<file path="src/rtl/vga_sprite_compositor.sv">
// rtl/vga_sprite_compositor.sv - VGA timing generator with N-channel sprite compositor and collision flags
module vga_sprite_compositor #(
  parameter int          H_ACT        = 640,
  parameter int          H_FRONT      = 16,
  parameter int          H_SYNC       = 96,
  parameter int          H_BACK       = 48,
  parameter int          V_ACT        = 480,
  parameter int          V_FRONT      = 10,
  parameter int          V_SYNC       = 2,
  parameter int          V_BACK       = 33,
  parameter int          N_SPR        = 4,
  parameter int          SPR_MAX      = 64,
  parameter int          GROUND_Y     = 400,
  parameter logic [23:0] GROUND_COLOR = 24'h33FF33,
  parameter logic [23:0] BG_COLOR     = 24'h000000
) (
  input  logic                clk,
  input  logic                rst,
  input  logic [N_SPR-1:0]    spr_en,
  input  logic [N_SPR*10-1:0] spr_x,
  input  logic [N_SPR*10-1:0] spr_y,
  input  logic [N_SPR*7-1:0]  spr_w,
  input  logic [N_SPR*7-1:0]  spr_h,
  input  logic [N_SPR*24-1:0] spr_color,
  output logic [N_SPR*6-1:0]  spr_lx,
  output logic [N_SPR*6-1:0]  spr_ly,
  input  logic [N_SPR-1:0]    spr_bit,
  output logic                vga_hs,
  output logic                vga_vs,
  output logic                vga_blank_n,
  output logic [7:0]          vga_r,
  output logic [7:0]          vga_g,
  output logic [7:0]          vga_b,
  output logic                vga_clk,
  output logic                frame_start,
  output logic [N_SPR-1:0]    coll_flags
);

  localparam logic [10:0] H_LAST  = 11'(H_ACT + H_FRONT + H_SYNC + H_BACK - 1);
  localparam logic [10:0] V_LAST  = 11'(V_ACT + V_FRONT + V_SYNC + V_BACK - 1);
  localparam logic [10:0] H_ACT_L = 11'(H_ACT);
  localparam logic [10:0] V_ACT_L = 11'(V_ACT);
  localparam logic [10:0] HS_BEG  = 11'(H_ACT + H_FRONT);
  localparam logic [10:0] HS_END  = 11'(H_ACT + H_FRONT + H_SYNC);
  localparam logic [10:0] VS_BEG  = 11'(V_ACT + V_FRONT);
  localparam logic [10:0] VS_END  = 11'(V_ACT + V_FRONT + V_SYNC);
  localparam logic [10:0] GND_Y   = 11'(GROUND_Y);
  localparam logic [10:0] LMASK   = 11'(SPR_MAX - 1);

  logic        pix_en;
  logic [10:0] h_cnt, v_cnt;
  logic        frame_edge;
  logic        raw_hs, raw_vs, raw_act, raw_gnd;

  logic [N_SPR-1:0] sh_en;
  logic [9:0]       sh_x     [N_SPR];
  logic [9:0]       sh_y     [N_SPR];
  logic [6:0]       sh_w     [N_SPR];
  logic [6:0]       sh_h     [N_SPR];
  logic [23:0]      sh_color [N_SPR];

  logic [N_SPR-1:0] hit, hit_q, opq, coll_acc;
  logic [10:0]      dx [N_SPR];
  logic [10:0]      dy [N_SPR];
  logic             s1_hs, s1_vs, s1_act, s1_gnd;
  logic             s2_hs, s2_vs, s2_act;
  logic [23:0]      s2_col, col;
  logic [3:0]       n_opq;

  assign vga_clk    = ~pix_en;
  assign frame_edge = pix_en && (h_cnt == 11'd0) && (v_cnt == V_ACT_L);
  assign raw_hs     = !((h_cnt >= HS_BEG) && (h_cnt < HS_END));
  assign raw_vs     = !((v_cnt >= VS_BEG) && (v_cnt < VS_END));
  assign raw_act    = (h_cnt < H_ACT_L) && (v_cnt < V_ACT_L);
  assign raw_gnd    = (v_cnt == GND_Y);

  // 11-bit bounds: a sprite running past the screen edge is clipped rather than wrapped
  always_comb begin
    for (int i = 0; i < N_SPR; i++) begin
      hit[i] = sh_en[i]
            && ({1'b0, sh_x[i]} <= h_cnt) && (h_cnt < {1'b0, sh_x[i]} + {4'b0000, sh_w[i]})
            && ({1'b0, sh_y[i]} <= v_cnt) && (v_cnt < {1'b0, sh_y[i]} + {4'b0000, sh_h[i]});
      dx[i]  = (h_cnt - {1'b0, sh_x[i]}) & LMASK;
      dy[i]  = (v_cnt - {1'b0, sh_y[i]}) & LMASK;
    end
  end

  // Descending scan so the lowest-index opaque sprite wins
  always_comb begin
    opq   = hit_q & spr_bit;
    n_opq = 4'd0;
    col   = s1_gnd ? GROUND_COLOR : BG_COLOR;
    for (int i = N_SPR - 1; i >= 0; i--) begin
      n_opq = n_opq + {3'b000, opq[i]};
      if (opq[i]) col = sh_color[i];
    end
    if (!s1_act) col = 24'h000000;
  end

  always_ff @(posedge clk or negedge rst) begin
    if (!rst) begin
      pix_en      <= 1'b0;
      h_cnt       <= 11'd0;
      v_cnt       <= 11'd0;
      sh_en       <= '0;
      for (int i = 0; i < N_SPR; i++) begin
        sh_x[i]     <= 10'd0;
        sh_y[i]     <= 10'd0;
        sh_w[i]     <= 7'd0;
        sh_h[i]     <= 7'd0;
        sh_color[i] <= 24'h000000;
      end
      hit_q       <= '0;
      spr_lx      <= '0;
      spr_ly      <= '0;
      s1_hs       <= 1'b1;
      s1_vs       <= 1'b1;
      s1_act      <= 1'b0;
      s1_gnd      <= 1'b0;
      s2_hs       <= 1'b1;
      s2_vs       <= 1'b1;
      s2_act      <= 1'b0;
      s2_col      <= 24'h000000;
      vga_hs      <= 1'b1;
      vga_vs      <= 1'b1;
      vga_blank_n <= 1'b0;
      vga_r       <= 8'd0;
      vga_g       <= 8'd0;
      vga_b       <= 8'd0;
      frame_start <= 1'b0;
      coll_acc    <= '0;
      coll_flags  <= '0;
    end else begin
      pix_en      <= ~pix_en;
      frame_start <= frame_edge;
      if (frame_edge) begin
        sh_en <= spr_en;
        for (int i = 0; i < N_SPR; i++) begin
          sh_x[i]     <= spr_x[i*10 +: 10];
          sh_y[i]     <= spr_y[i*10 +: 10];
          sh_w[i]     <= spr_w[i*7 +: 7];
          sh_h[i]     <= spr_h[i*7 +: 7];
          sh_color[i] <= spr_color[i*24 +: 24];
        end
        coll_flags <= coll_acc;
        coll_acc   <= '0;
      end else if (pix_en && (n_opq >= 4'd2)) begin
        coll_acc <= coll_acc | opq;
      end
      if (pix_en) begin
        if (h_cnt == H_LAST) begin
          h_cnt <= 11'd0;
          v_cnt <= (v_cnt == V_LAST) ? 11'd0 : v_cnt + 11'd1;
        end else begin
          h_cnt <= h_cnt + 11'd1;
        end
        hit_q  <= hit;
        for (int i = 0; i < N_SPR; i++) begin
          if (hit[i]) begin
            spr_lx[i*6 +: 6] <= dx[i][5:0];
            spr_ly[i*6 +: 6] <= dy[i][5:0];
          end
        end
        s1_hs       <= raw_hs;
        s1_vs       <= raw_vs;
        s1_act      <= raw_act;
        s1_gnd      <= raw_gnd;
        s2_hs       <= s1_hs;
        s2_vs       <= s1_vs;
        s2_act      <= s1_act;
        s2_col      <= col;
        vga_hs      <= s2_hs;
        vga_vs      <= s2_vs;
        vga_blank_n <= s2_act;
        vga_r       <= s2_col[23:16];
        vga_g       <= s2_col[15:8];
        vga_b       <= s2_col[7:0];
      end
    end
  end

endmodule

</file>
<file path="config.mk">
export PLATFORM = sky130hd
export DESIGN_NAME = vga_sprite_compositor
export DESIGN_NICKNAME = d
export VERILOG_FILES = /design/src/rtl/vga_sprite_compositor.sv
export SDC_FILE = /design/constraint.sdc
export NUM_CORES = 1
export LEC_CHECK = 0
export BUFFER_PORTS_ARGS = -buffer_cell sky130_fd_sc_hd__buf_2
export CORE_ASPECT_RATIO = 0.6
export CORE_MARGIN = 2
export CORE_UTILIZATION = 50
export DETAILED_ROUTE_END_ITERATION = 7
export PLACE_DENSITY = 0.71
export SLEW_MARGIN = 30
export SYNTH_ARGS = -nofsm -noshare
export SYNTH_HDL_FRONTEND = slang
export SYNTH_SLANG_ARGS = --single-unit
</file>
<file path="constraint.sdc">
create_clock -name clk -period 8.1 [get_ports clk]
set_input_delay 0.405 -clock clk [delete_from_list [all_inputs] [get_ports clk]]
set_output_delay 0.405 -clock clk [all_outputs]
set_load 0.03 [all_outputs]
</file>
Word level (Yosys, flattened, before mapping)
Cells that the tools add are included.

operators by class
  add/subtract/negate cells = 21
  magnitude comparators = 23
  eq/ne operators = 4
  muxes and demuxes = 10
  bitwise logic cells = 3
  reduce and logical (&&, ||, !) cells = 31

operators with widths
  kind                                                          number
  2-to-1 mux 24 bit                                             5
  adder 10 x 7 -> 11 bit                                        8
  less-or-equal comparator 10 x 11 -> 1 bit                     8
  less-than comparator 11 bit                                   8
  subtractor 6 bit                                              8
  adder 11 x 1 -> 11 bit, second input constant                 2
  equality test 11 x 10 -> 1 bit, second input constant         2
  equality test 11 x 9 -> 1 bit, second input constant          2
  logical AND 1 bit                                             22
  less-than comparator 11 x 10 -> 1 bit, second input constant  2
  less-than comparator 11 x 9 -> 1 bit, second input constant   2
  2-to-1 mux 11 bit                                             2
  2-to-1 mux 22 bit                                             1
  >= comparator 11 x 10 -> 1 bit, second input constant         1
  >= comparator 11 x 9 -> 1 bit, second input constant          1
  zero test 11 bit                                              1
  AND reduction 2 bit                                           5
  2-to-1 mux 4 bit                                              2
  adder 3 x 1 -> 4 bit                                          1
  bitwise AND 4 bit                                             1
  >= comparator 4 x 2 -> 1 bit, second input constant           1
  OR 4 bit                                                      1
  adder 2 x 1 -> 3 bit                                          1
  adder 1 x 1 -> 2 bit                                          1
  other kinds (3)                                               4

word-level totals
  bits in registers = 378
  bits of input ports = 242
  output and inout port bits = 81

Logic depth before layout (Yosys ltp)
Gate-level depths: netlist (run 1).

  word-level depth = 8
  depth in mapped cells = 18
  gate-level depth less buffers = 16

Least setup slack after synthesis (run 1)
Ideal clock, no wire load.

  kind = register -> register
  from = reg sh_x[20] in the netlist's numbering
  to = reg spr_lx[10]
  library setup time = 127 ps
  arrival time = 3410 ps
  path slack = 4562 ps
  cell stages (with the launch flop) = 18
  clock period less this slack = 3538 ps
  path through = dfrtp_1 -> ha_1 -> fa_1 -> a21o_1 -> a21oi_1 -> nor2b_1 -> o21ai_0 -> a21oi_1 -> nand2_1 -> xor2_1 -> ha_1 -> a21oi_1 -> nor2b_1 -> o21ai_0 -> nand4_1 -> nor4_2 -> buf_6 -> mux2_1

on the way
  longest elaborated chain between the ends = 6
  elaborated cells on any way between the ends = 9
  those cells by class = add/sub: 2; order compare: 2; reduce/logical: 5

ends and longest elaborated chain
  what                                                                                        RTL line  text
  from (decl)                                                                                 56        logic [9:0] sh_x [N_SPR];
  from (signal, indexed assignment)                                                           139       sh_x[i] <= spr_x[i*10 +: 10];
  adder 10 x 7 -> 11 bit / less-or-equal comparator 10 x 11 -> 1 bit (equally long branches)  81        && ({1'b0, sh_x[i]} <= h_cnt) && (h_cnt < {1'b0, sh_x[i]} + {4'b0000, sh_w[i]})
  less-than comparator 11 bit / logical AND 1 bit (equally long branches)                     81
  logical AND 1 bit                                                                           81
  logical AND 1 bit (2 in a row)                                                              82        && ({1'b0, sh_y[i]} <= v_cnt) && (v_cnt < {1'b0, sh_y[i]} + {4'b0000, sh_h[i]});
  AND reduction 2 bit (no source line)                                                        n/a
  to (signal, indexed assignment)                                                             160       spr_lx[i*6 +: 6] <= dx[i][5:0];
  to (decl)                                                                                   25        output logic [N_SPR*6-1:0] spr_lx,

Several ways; a longest one is shown, not always the timed one.
A chain may end at the register's enable or synchronous reset.

Worst setup path after layout (run 1)
  from = reg sh_y[30] in the netlist's numbering
  to = reg spr_ly[2]

on the way
  longest elaborated chain between the ends = 4
  elaborated cells on any way between the ends = 7
  those cells by class = add/sub: 2; order compare: 2; reduce/logical: 3

ends and longest elaborated chain
  what                                                                                        RTL line  text
  from (decl)                                                                                 57        logic [9:0] sh_y [N_SPR];
  from (signal, indexed assignment)                                                           140       sh_y[i] <= spr_y[i*10 +: 10];
  adder 10 x 7 -> 11 bit / less-or-equal comparator 10 x 11 -> 1 bit (equally long branches)  82
  less-than comparator 11 bit / logical AND 1 bit (equally long branches)                     82
  logical AND 1 bit                                                                           82
  AND reduction 2 bit (no source line)                                                        n/a
  to (signal, indexed assignment)                                                             161       spr_ly[i*6 +: 6] <= dy[i][5:0];
  to (decl)                                                                                   26        output logic [N_SPR*6-1:0] spr_ly,

Several ways; a longest one is shown, not always the timed one.

==> out/metrics.cfg, run 1 <==
[synth]
yosys.area.top_type=dfrtp_1
netlist_instances=2407
async_flop_share_pct=100
synth_area_leaders=dfrtp_1, ha_1, nand2_1
synth.top_cell.area_share_pct=41.3
ys_ff_latch=378
synth.yosys.warnings=0
synth_nets=2927
yosys_most_used_dff=dfrtp_1
synth_edf_count=0
syn_area_um2=22600
synth.distinct_cells=64
yosysSeqAreaShare_pct=42.0
avgSynthCellArea_um2=9.37

[setup_path]
required_ns=8.54
end_kind=flop
critPathLaunchType=flop
path_max_fanout=13
rrSetupSlack_ns=3.22
r2r_start=sh_y[30]$_DFFE_PN0P_
r2r_end=spr_ly[2]$_DFFE_PN0P_
crit_type=reg -> reg
rr_worst_depth=16
arrival_ns=5.32

[detailed_routing]
dr.pass1.iters=7
vias_per_cell=5.58
finalWirelength_mm=66.8
drc=0
ant_nets=0
drt_iter0_markers=1492
vias=18601
wl_per_cell_um=20.0

[placement]
place.gp.congestion=0.946
preCtsSetupSlack_ns=3.33
io_buffers=322
hpwl_mm=49.5

[cts]
cts_tree=yes
clkSlewWorstSetupHoldPaths_ns=0.07
cts_setup_buffers=0
clk_latency_ns=0.55
h-tree-depth=2
cts_sinks=378
cts_buffers=38
cts_root_buffer=clkbuf_16
cts_buffer_depth=3

[cells_and_area]
multiInputGateArea_um2=12200
ff_latch_area_um2=9470
layout_common_cells=nand2_1, dfrtp_1, buf_2
final_common_cell=nand2_1
drive_gt1_share_pct=17.9
synthToLayoutAreaGrowth_pct=15.1
nets=3229
nFillCells=3924

[flow_run]
max-cap-violations=0

[global_route]
antenna_found_initial=9
groute.usage.overall_pct=28.4
grt_max_degree=138
overflow=0
grt_pass1_vias=18399
grt_pass1_wl_mm=104

[hold_path]
min_path_type=in -> reg
whs_endpoint=sh_x[5]$_DFFE_PN0P_
hold_path_depth=3
hold_start=spr_x[35]

[status]
status=finished clean

[timing]
hold_viol_final=0
holdWs_ns=0.0489
drv_slew=0
fin_crit_ns=4.88
tightest_slew_ns=1.18
slew_headroom_pct=20.3
finalCritPeriodShare_pct=60.3
fmax_ghz=0.205
rsz0062_at_grt=no
setup_violations=0
finalWorstSetupSlack_ns=3.22
fin_tns_setup_ns=0
skew_ns=0.0180

[die]
start_util_pct=50.5
die_width_um=278
die_h_um=169
num_rows=60
core_um2=44700
dieArea_um2=46900
pin_count=323

[power_and_ir_drop]
powerDensity_nw_per_um2=150
leakage_uw=0.0130
power.total_uw=3880
peakVddDrop_mv=0.119

## flip-flops by register name, summed over array words and instances (netlist names), 4 cells and up
| register | count |
|---|---|
| s2_col | 24 |
| spr_lx | 24 |
| sh_w | 28 |
| hit_q | 4 |
| sh_en | 4 |
| v_cnt | 11 |
| sh_y | 40 |
| vga_b | 8 |
| coll_flags | 4 |
| sh_x | 40 |
| coll_acc | 4 |
| vga_g | 8 |
| sh_h | 28 |
| h_cnt | 11 |
| spr_ly | 24 |
| sh_color | 96 |
| vga_r | 8 |
## through the flow
| stage | area, um^2 | util, % | std cells |
|---|---|---|---|
| 5_1_grt | 26000 | 58.1 | 3333 |
| 3_5_place_dp | 24600 | 55.0 | 3256 |
| 6_report | 26000 | 58.1 | 3334 |
| 2_1_floorplan | 22600 | - | 2407 |
| 4_1_cts | 25900 | 58.0 | 3326 |
| 3_3_place_gp | 24600 | 55.0 | 3255 |
## cell usage after synthesis, types with 32 or more instances
cell,n
o21ai_0,124
dfrtp_1,372
nor2_1,68
nand4_1,34
nor2b_1,40
a21oi_1,104
mux2_2,41
a211oi_1,40
nand2_1,702
ha_1,261
inv_1,100
a21o_1,45
xor2_1,32
xnor2_1,69
## layout make-up
type	count	share of cell area, %
inverter	102	1.47
clock buffer	46	3.89
timing repair buffer	351	7.29
antenna	7	0.0675
sequential	378	36.5
multi-input combinational	1838	46.8
clock inverter	23	1.12
tap	589	2.84
## where the power goes
part           switching, uW  total, uW  internal (uW)
logic                   58.0        103           45.5
clock network            802       1890           1090
registers                  0       1890           1890
## routing by layer
| layer | global-route usage [%] | vias to the layer above | routed length, um |
|---|---|---|---|
| met3 | 5.42 | 100 | 4850 |
| met5 | 1.03 | - | 92 |
| met2 | 41.0 | 607 | 28200 |
| met4 | 7.29 | 6 | 1440 |
| li1 | - | 8811 | - |
| met1 | 43.3 | 9077 | 32200 |
## critical path, cell delays in order, from the launching register on
cell,delay [ns]
dfrtp_1,0.41
ha_1,0.24
fa_1,0.42
a21o_1,0.18
a21oi_1,0.23
nor2b_1,0.09
o21ai_0,0.25
a21oi_1,0.15
nand2_1,0.10
xor2_1,0.15
ha_1,0.26
a21oi_1,0.15
nor2b_1,0.05
o21ai_0,0.48
nand4_1,0.26
nor3_4,0.92
mux2_2,0.42
## kinds of logic after synthesis
logic type	after synthesis	share of synthesized area [%]
xor gates and xnor gates	101	3.92
DFF	378	42.0
adders and majority gates	278	16.0
buffers and inverters	191	4.24
AOI/OAI and AO/OA	403	11.3
muxes	77	3.84
and+or+nand+nor	979	18.7
## how the worst max path moves through the flow
stage	startpoint	slack, ns	to
finish	sh_y[30]$_DFFE_PN0P_	3.22	spr_ly[2]$_DFFE_PN0P_
global route	sh_y[30]$_DFFE_PN0P_	2.95	spr_lx[5]$_DFFE_PN0P_
CTS	sh_y[30]$_DFFE_PN0P_	3.32	spr_ly[2]$_DFFE_PN0P_
detailed placement	sh_y[30]$_DFFE_PN0P_	3.33	spr_ly[2]$_DFFE_PN0P_
global placement	sh_y[30]$_DFFE_PN0P_	3.41	spr_ly[2]$_DFFE_PN0P_
floorplan	sh_x[20]$_DFFE_PN0P_	4.56	spr_lx[10]$_DFFE_PN0P_
## what timing repair did
action | 4_1_cts | 5_1_grt
hold buffers | 1 | 0
hold endpoints to repair | 55 | 0
resized for setup | 0 | 0
endpoints found under the setup margin | 0 | 0
(Power assumes the default switching activity.)
==> run 2, diff against run 1 <==
- PLACE_DENSITY: 0.71 -> 0.74
- clock period: 8.1 -> 4 ns (I/O delays scaled with it)
==> out/metrics.cfg, run 2 (same netlist as run 1, synthesis figures left out) <==
[cts]
clkSlewWorstSetupHoldPaths_ns=0.06  ; about the same
cts_buffers=38  ; unchanged
h-tree-depth=2  ; unchanged
cts_sinks=378  ; unchanged
clk_latency_ns=0.56  ; about the same
cts_buffer_depth=3  ; unchanged
cts_tree=yes
cts_root_buffer=clkbuf_16

[power_and_ir_drop]
peakVddDrop_mv=0.235  ; +98%
leakage_uw=0.0142  ; +9.3%
powerDensity_nw_per_um2=273  ; +82%
power.total_uw=7840  ; +100%

[setup_path]
rr_worst_depth=16  ; unchanged
r2r_end=spr_ly[8]$_DFFE_PN0P_
worstSetupPathDepth=16  ; unchanged
path_cells=ha_1, a21o_1, a21oi_1, nor2b_1, o21a_1, o21ai_2, a211oi_1, xnor2_1, ha_1, nor2b_1, o21ai_1, buf_4, nand4_1, nor4_4, buf_6, mux2_2
rrSetupSlack_ns=0.13  ; -3.08 ns
arrival_ns=4.30  ; -1.02 ns
slowest_stage=dfrtp_1
critPathBufInv=2  ; +2
crit_path_max_incr_delay_ns=0.47  ; -0.45 ns
crit_family=compound AO/OA/AOI/OAI gates
crit_type=reg -> reg
end_kind=flop
critPathLaunchType=flop
path_max_fanout=6  ; -7
r2r_start=sh_y[21]$_DFFE_PN0P_
required_ns=4.43  ; -4.11 ns

[detailed_routing]
dr.pass1.iters=6  ; -1
vias=20607  ; +11%
wl_per_cell_um=20.5  ; +2.3%
ant_nets=0  ; unchanged
finalWirelength_mm=74.3  ; +11%
drc=0  ; unchanged
drt_iter0_markers=1916  ; +28%
vias_per_cell=5.69  ; +1.9%

[timing]
skew_ns=0.0183  ; +0.000343 ns
tightest_slew_ns=1.03  ; -0.149 ns
slew_headroom_pct=30.1  ; +9.8 points
hold_viol_final=0  ; unchanged
drv_slew=0  ; unchanged
setup_violations=0  ; unchanged
fmax_ghz=0.259  ; +26%
finalCritPeriodShare_pct=96.7  ; +36 points
fin_crit_ns=3.87  ; -1.02 ns
holdWs_ns=0.234  ; +0.185 ns

[global_route]
overflow=0  ; unchanged
groute.usage.overall_pct=31.4  ; +3.0 points
grt_pass1_wl_mm=115  ; +11%
grt_max_degree=125  ; -9.4%
antenna_found_initial=10  ; +1
grt_pass1_vias=20570  ; +12%

[die]
die_h_um=169  ; unchanged
die_width_um=278  ; unchanged
pin_count=323  ; unchanged
dieArea_um2=46900  ; unchanged
core_um2=44700  ; unchanged
start_util_pct=50.5  ; unchanged
num_rows=60  ; unchanged

[placement]
io_buffers=322  ; unchanged
placed_area_um2=25000  ; +1.8%
placedCellCount=3305  ; +1.5%
place.gp.congestion=0.932  ; -1.6%
hpwl_mm=51.0  ; +3.0%

[cells_and_area]
top_register=sh_color
final_common_cell=nand2_1
design_area_um2=28700  ; +11%
layout_common_cells=nand2_1, dfrtp_1, buf_2
synthToLayoutAreaGrowth_pct=27.4
largest_reg_flops=96  ; unchanged
drive_gt1_share_pct=18.5  ; +0.57 points
nets=3518  ; +9.0%
top_regs=sh_color (96), sh_x (40), sh_y (40)
stdcell_count=3624  ; +8.7%

[status]
status=finished clean

[hold_path]
min_path_type=in -> async

[flow_run]
max-cap-violations=0  ; unchanged

==> run 2: final cells by class <==
| type | instances | area, um^2 |
|---|---|---|
| clock buffers | 49 | 1030 |
| inverters | 102 | 383 |
| repair buffers | 640 | 4700 |
| clock inverters | 19 | 170 |
| flip-flops and latches | 378 | 9470 |
| fillers | 3512 | 15900 |
| multi-input cells | 1838 | 12200 |
| well taps | 589 | 737 |
| diodes | 9 | 22.5 |
==> run 2: layer usage <==
layer	wire length (um)	track usage (%)	up-vias	share of wire, %
met2	32100	47.2	983	43
met4	2910	11.0	2	3.9
li1	-	-	9385	-
met3	7210	8.38	260	9.7
met5	13	0	-	0.018
met1	32100	43.8	9977	43
==> run 2: how the worst max path moves through the flow <==
stage                                  end                 start  slack, ns
floorplan           spr_lx[10]$_DFFE_PN0P_  sh_x[20]$_DFFE_PN0P_       0.46
global placement     spr_ly[2]$_DFFE_PN0P_  sh_x[30]$_DFFE_PN0P_       0.06
detailed placement   spr_lx[5]$_DFFE_PN0P_  sh_y[30]$_DFFE_PN0P_      -0.03
CTS                  spr_ly[9]$_DFFE_PN0P_  sh_y[20]$_DFFE_PN0P_       0.03
global route         spr_lx[4]$_DFFE_PN0P_  sh_x[30]$_DFFE_PN0P_     -0.007
finish               spr_ly[8]$_DFFE_PN0P_  sh_y[21]$_DFFE_PN0P_       0.13
==> run 2: timing repair <==
action,CTS,global route
setup buffers,0,5
setup endpoints to repair,8,47
hold buffers,237,0
gates resized for setup,1,40
pin swaps,0,8
hold endpoints to repair,303,0
==> run 2: through the flow <==
step | utilization, % | setup TNS, ns | setup WS, ns
floorplan | - | 0 | 0.462
global placement | 56.0 | 0 | 0.0626
detailed placement | 56.0 | -0.141 | -0.0253
CTS | 64.0 | 0 | 0.0301
global route | 64.3 | -0.0108 | -0.00672
finish | 64.3 | 0 | 0.134
==> run 2: power breakdown <==
part	switching (uW)	internal, uW	leakage, uW
registers	0	3820	0.00400
logic	164	244	0.00960
clock network	1640	1970	0.000601
